[config.mk]
export PLATFORM = sky130hd
export DESIGN_NAME = fetch_sequencer
export DESIGN_NICKNAME = d
export VERILOG_FILES = /design/src/rtl/fetch_sequencer.sv
export SDC_FILE = /design/constraint.sdc
export NUM_CORES = 1
export LEC_CHECK = 0
export ABC_AREA = 1
export CAP_MARGIN = 10
export CORE_AREA = 5 5 97 90
export DETAILED_ROUTE_END_ITERATION = 6
export DIE_AREA = 0 0 102 95
export PLACE_DENSITY_LB_ADDON = 0.08
export SETUP_SLACK_MARGIN = 0.05
export SLEW_MARGIN = 20
export SYNTH_ARGS = -nofsm -noshare
export SYNTH_HDL_FRONTEND = slang
export SYNTH_SLANG_ARGS = --single-unit
[constraint.sdc]
create_clock -name clock -period 2.5 [get_ports clock]
set_clock_uncertainty 0.2 [all_clocks]
set_input_delay 0.375 -clock clock [delete_from_list [all_inputs] [get_ports clock]]
set_output_delay 0.375 -clock clock [all_outputs]
set_load 0.01 [all_outputs]
[src/rtl/fetch_sequencer.sv]
// fetch_sequencer: single-outstanding instruction fetch with hold-until-decode and redirect flush.
// Optional FETCH_PERF_CNT_EN adds fetch_count / flush_count outputs.
module fetch_sequencer #(
  parameter int                      ADDRESS_BITS = 16,
  parameter int                      DATA_WIDTH   = 32,
  parameter logic [ADDRESS_BITS-1:0] RESET_PC     = '0
) (
  input  logic                    clock,
  input  logic                    reset,
  input  logic                    redirect_valid,
  input  logic [ADDRESS_BITS-1:0] redirect_PC,
  input  logic                    stall,
  output logic                    imem_req,
  output logic [ADDRESS_BITS-1:0] imem_addr,
  input  logic                    imem_ack,
  input  logic [DATA_WIDTH-1:0]   imem_rdata,
  output logic                    instr_valid,
  output logic [DATA_WIDTH-1:0]   instr,
  output logic [ADDRESS_BITS-1:0] instr_PC
`ifdef FETCH_PERF_CNT_EN
  ,
  output logic [15:0]             fetch_count,
  output logic [15:0]             flush_count
`endif
);

  typedef enum logic [1:0] {IDLE, REQ, HOLD, FLUSH} state_t;

  localparam logic [ADDRESS_BITS-1:0] WORD_MASK = {{(ADDRESS_BITS-2){1'b1}}, 2'b00};

  state_t                  state, state_nxt;
  logic [ADDRESS_BITS-1:0] pc, pc_nxt;
  logic [ADDRESS_BITS-1:0] req_addr, req_addr_nxt;
  logic [ADDRESS_BITS-1:0] tgt;
  logic                    accept, clr_valid, consume, discard;

  assign tgt       = redirect_PC & WORD_MASK;
  assign imem_addr = req_addr;

  always_comb begin
    state_nxt    = state;
    pc_nxt       = pc;
    req_addr_nxt = req_addr;
    accept       = 1'b0;
    clr_valid    = 1'b0;
    consume      = 1'b0;
    discard      = 1'b0;
    unique case (state)
      IDLE: begin
        state_nxt = REQ;
        if (redirect_valid) begin
          pc_nxt       = tgt;
          req_addr_nxt = tgt;
          clr_valid    = 1'b1;
        end else begin
          req_addr_nxt = pc;
        end
      end
      REQ: begin
        if (redirect_valid) begin
          pc_nxt = tgt;
          if (imem_ack) begin
            // response lands on a dead path: drop it and re-request at once
            discard      = 1'b1;
            req_addr_nxt = tgt;
            state_nxt    = REQ;
          end else begin
            state_nxt = FLUSH;
          end
        end else if (imem_ack) begin
          accept    = 1'b1;
          pc_nxt    = req_addr + ADDRESS_BITS'(4);
          state_nxt = HOLD;
        end
      end
      HOLD: begin
        if (redirect_valid) begin
          pc_nxt       = tgt;
          req_addr_nxt = tgt;
          clr_valid    = 1'b1;
          discard      = 1'b1;
          state_nxt    = REQ;
        end else if (!stall) begin
          consume      = 1'b1;
          clr_valid    = 1'b1;
          req_addr_nxt = pc;
          state_nxt    = REQ;
        end
      end
      FLUSH: begin
        // old request must complete before the bus can carry a new address
        if (redirect_valid) pc_nxt = tgt;
        if (imem_ack) begin
          discard      = 1'b1;
          req_addr_nxt = redirect_valid ? tgt : pc;
          state_nxt    = REQ;
        end
      end
      default: state_nxt = IDLE;
    endcase
  end

  always_ff @(posedge clock) begin
    if (reset) begin
      state       <= IDLE;
      pc          <= RESET_PC & WORD_MASK;
      req_addr    <= '0;
      imem_req    <= 1'b0;
      instr_valid <= 1'b0;
      instr       <= '0;
      instr_PC    <= '0;
    end else begin
      state    <= state_nxt;
      pc       <= pc_nxt;
      req_addr <= req_addr_nxt;
      imem_req <= (state_nxt == REQ) || (state_nxt == FLUSH);
      if (accept) begin
        instr       <= imem_rdata;
        instr_PC    <= req_addr;
        instr_valid <= 1'b1;
      end else if (clr_valid) begin
        instr_valid <= 1'b0;
      end
    end
  end

`ifdef FETCH_PERF_CNT_EN
  always_ff @(posedge clock) begin
    if (reset) begin
      fetch_count <= '0;
      flush_count <= '0;
    end else begin
      if (consume) fetch_count <= fetch_count + 16'd1;
      if (discard) flush_count <= flush_count + 16'd1;
    end
  end
`else
  logic unused_perf;
  assign unused_perf = consume ^ discard;
`endif

endmodule
* Yosys cells after proc, flatten, opt, wreduce, memory -nomap -nowiden
Cells that the tools add are included.
Cells by class: add/subtract/negate cells 1, equal/unequal tests 10, mux-type cells 26, reduce and logical (&&, ||, !) cells 5
Operator list (number):
- 2-to-1 mux 16 bit | 8
- case mux 16 bit (4 select lines) | 1
- case mux 16 bit (2 select lines) | 1
- adder 16 x 3 -> 16 bit (second input constant) | 1
- 2-to-1 mux 2 bit | 6
- 2-to-1 mux 1 bit | 8
- case mux 2 bit (4 select lines) | 1
- == test 2 bit (second input constant) | 3
- != test 2 bit (second input constant) | 3
- != test 3 bit (second input constant) | 2
- == test 2 x 1 -> 1 bit (second input constant) | 2
- AND reduction 4 bit | 1
- OR reduction 3 bit | 1
- zero test 2 bit | 1
- case mux 1 bit (2 select lines) | 1
- nonzero test 2 bit | 1
- logical OR 1 bit | 1
Storage, ports and cells: register bits after elaboration 84, bits of input ports 53, output and inout port bits 66

* Longest topological paths before layout
word-level depth 5, mapped depth 9, mapped depth without buffers 9

* Least setup slack after synthesis
OpenSTA, ideal clock, no wires.
path kind reg-to-reg, start point register req_addr[3], in the netlist imem_addr[3], end point register pc[12], setup time 0.066 ns, arrival time 1.324 ns, data required time 2.234 ns, slack 0.910 ns, stages on the path, launching flop included 10, period minus slack after synthesis 1.590 ns, cell sequence dfxtp_1 > ha_1 > nand2_1 > nor2_2 > nand3_1 > nand2_1 > nand3_1 > nand2_1 > nand2_1 > a21oi_2
Between the ends: word-level cells in the longest chain between the ends 4
Ends and longest elaborated chain:
- start: declaration | line 33 | logic [ADDRESS_BITS-1:0] req_addr, req_addr_nxt;
- start signal: assignment | line 115 | req_addr <= req_addr_nxt;
- adder 16 x 3 -> 16 bit | line 72 | pc_nxt = req_addr + ADDRESS_BITS'(4);
- 2-to-1 mux 16 bit | line 70 | end else if (imem_ack) begin
- 2-to-1 mux 16 bit | line 60 | if (redirect_valid) begin
- case mux 16 bit (2 select lines) | line 48 | unique case (state)
- end signal: assignment | line 106 | pc <= RESET_PC & WORD_MASK;
- end signal: assignment | line 114 | pc <= pc_nxt;
- end: declaration | line 32 | logic [ADDRESS_BITS-1:0] pc, pc_nxt;
Every way passes these cells. The select of a mux whose other input is x is not followed. A chain may end at the register's enable or synchronous reset.

* Final worst setup path
start point register req_addr[6], in the netlist imem_addr[6], end point output imem_addr[6]
RTL lines:
- end: declaration | line 14 | output logic [ADDRESS_BITS-1:0] imem_addr,
No word-level cell between the ends.

==> out/metrics.yaml <==
syn-instance-count: 522
portBuffers: 116
clock-sinks: 83
worstRegToRegCells: 7
die_h_um: 95
finalCriticalPeriod_ns: 2.03
hpwl_mm: 7.37
cp.buffers_inverters: 1
post_cts_resized: 0
cts_buffers: 9
synth-simple-area-share_pct: 25.9
slowest_stage: "clkdlybuf4s50_1"
postCtsSetupBuffers: 0
grt_pass1_vias: 3478
grt_max_degree: 67
ant_nets: 0
synth_most_common_cell: "nand2_1"
fmax_mhz: 494
numPlacedInstances: 715
vias: 3856
antenna_found_initial: 0
leakagePower_uw: 0.00209
diodes: 0
fin_nets: 681
coreArea_um2: 7720
power_density_nw_per_um2: 604
final_cells: 731
drive_gt1_share_pct: 6.17
dpl_worst_slack_ns: 0.160
hold_viol_final: 0
clk_latency_ns: 0.35
cp_max_fo: 7
cts_hold_buf: 0
cp.required_ns: 1.92
place_congestion: 0.885
synthesis.area_um2: 3710
drtIter0Drc: 223
reg2reg_from: "imem_req"
holdCritStartpoint: "instr_PC[1]"
synth_xor_area_share_pct: 0.472
track_usage_pct: 21.7
critPathMaxStageDelay_ns: 0.60
critPathTopFamily: "buffers and inverters"
synth_compound_area_share_pct: 21.0
ios: 119
synthArstFlopShare_pct: 0
hp-class: "flop to flop"
wirelength_mm: 10.6
fillers: 686
outcome: "finished, final reports clean"
setup_viol: 0
rsz0062_at_grt: "no"
drc: 0
maxCapViolCount: 0
ys_warn_count: 0
ir_drop_mv: 0.387
seqCellArea_um2: 1660
yosys-top-cells-area: "dfxtp_1 45%, o21ai_0 11%, nand2_1 11%"
syn_avg_cell_area_um2: 7.11
muxShareOfSynthArea_pct: 0
clock-root-buffer: "clkbuf_8"
syn_to_final_growth_pct: 37.4
hold_end: "instr_PC[1]"
fin_ws_ns: 0.474
die-area_um2: 9690
syn-num-nets: 576
synth_top_area_share_pct: 44.8
gr-total-overflow: 0
cts_htree_levels: 3
die_w_um: 102
r2r_setup_slack_ns: 0.61
post_drt_via_cell_ratio: 5.27
regToRegEndpoint: "pc[15]"
arrival_ns: 1.45
floorplan.initialDensity_pct: 48.1
synth-edff-count: 0
yosysUniqueCellTypes: 31
grt_pass1_wl_mm: 16.7
multi_input_area_um2: 1770
crit_type: "flop to primary output"
slew_viol_final: 0
synth_top_family_by_area: "simple AND/OR/NAND/NOR gates"
avgRoutedWirePerCell_um: 14.4
synthTopCellsByCount: "107 x nand2_1, 92 x nor2_1, 84 x o21ai_0, 83 x dfxtp_1, 38 x a21oi_1"
slew_headroom_pct: 55.5
synth-seq-cells: 83
path_cells: "clkdlybuf4s50_1"
yosysTopAreaCell: "dfxtp_1"
cts.clk_slew.worst_paths_ns: 0.09
tightestPinTransition_ns: 0.667
seq_area_frac_synth_pct: 44.8
whs_path_depth: 2
synth_fa_ha_area_share_pct: 0.337
rows: 31
cts_tree: "done"
synthFlopType: "dfxtp_1"
clock_path_buffers: 2
tns_ns: 0
first_pass_iters: 4
cp-end-kind: "primary output"
start_kind: "flop"
post-route-period-util_pct: 81.0
## through the flow
stage | utilization, % | hold slack (ns) | cell area (µm²) | total power, µW
2_1_floorplan | - | 0.237 | 3710 | 1820
3_3_place_gp | 63.4 | 0.251 | 4900 | 2110
3_5_place_dp | 63.4 | 0.260 | 4900 | 2120
4_1_cts | 66.1 | 0.273 | 5100 | 3100
5_1_grt | 66.1 | 0.290 | 5100 | 3240
6_report | 66.1 | 0.270 | 5100 | 3080
## cells by family after synthesis
group	after synthesis
simple gates	230
compound gates	148
flops	83
buf+inv	58
xor+xnor	2
fa+ha+maj	1
## power breakdown
part           switching [µW]  internal, µW
combinational             305           290
clock                     495           493
sequential               80.6          1420
total                     881          2200
## flip-flops by register name, summed over array words and instances, names as in the netlist
| signal | count |
|---|---|
| state | 1 |
| instr_PC | 16 |
| imem_req | 1 |
| imem_addr | 16 |
| instr_valid | 1 |
| instr | 32 |
| pc | 16 |
## per-layer routing
layer | track usage (%) | vias up | routed length [µm]
li1 | - | 1941 | -
met5 | 0 | - | 0
met4 | 4.59 | 0 | 79
met1 | 26.7 | 1775 | 4370
met2 | 36.7 | 131 | 5210
met3 | 7.53 | 9 | 898
## cell type report
| cell class | instances | share of cell area, % |
|---|---|---|
| clock buffer | 11 | 2.77 |
| inverter | 28 | 2.11 |
| tap | 99 | 2.43 |
| sequential | 83 | 32.6 |
| clock inverter | 5 | 1.18 |
| multi-input combinational | 381 | 34.7 |
| timing repair buffer | 124 | 24.2 |
## layout by cell type, fill, tap and decap left out, types with 3 or more instances in the layout
master,instances
buf_4,7
nand4_1,5
clkdlybuf4s50_1,116
a21oi_2,3
o21ai_1,3
o21ai_0,84
clkbuf_8,10
inv_1,23
nor2_2,3
dfxtp_1,83
nand2_1,107
a31oi_1,19
nand3_1,16
inv_2,4
nor2_1,92
a21oi_1,38
## how the worst max path moves through the flow
stage,cells after the start,start,endpoint
floorplan,9,imem_addr[3],pc[12]
global placement,7,redirect_valid,instr_PC[1]
detailed placement,7,redirect_valid,instr_PC[0]
CTS,1,imem_addr[6],imem_addr[6]
global route,7,imem_req,pc[15]
finish,1,imem_addr[6],imem_addr[6]
Note: power is estimated with default switching activity, not from simulation.
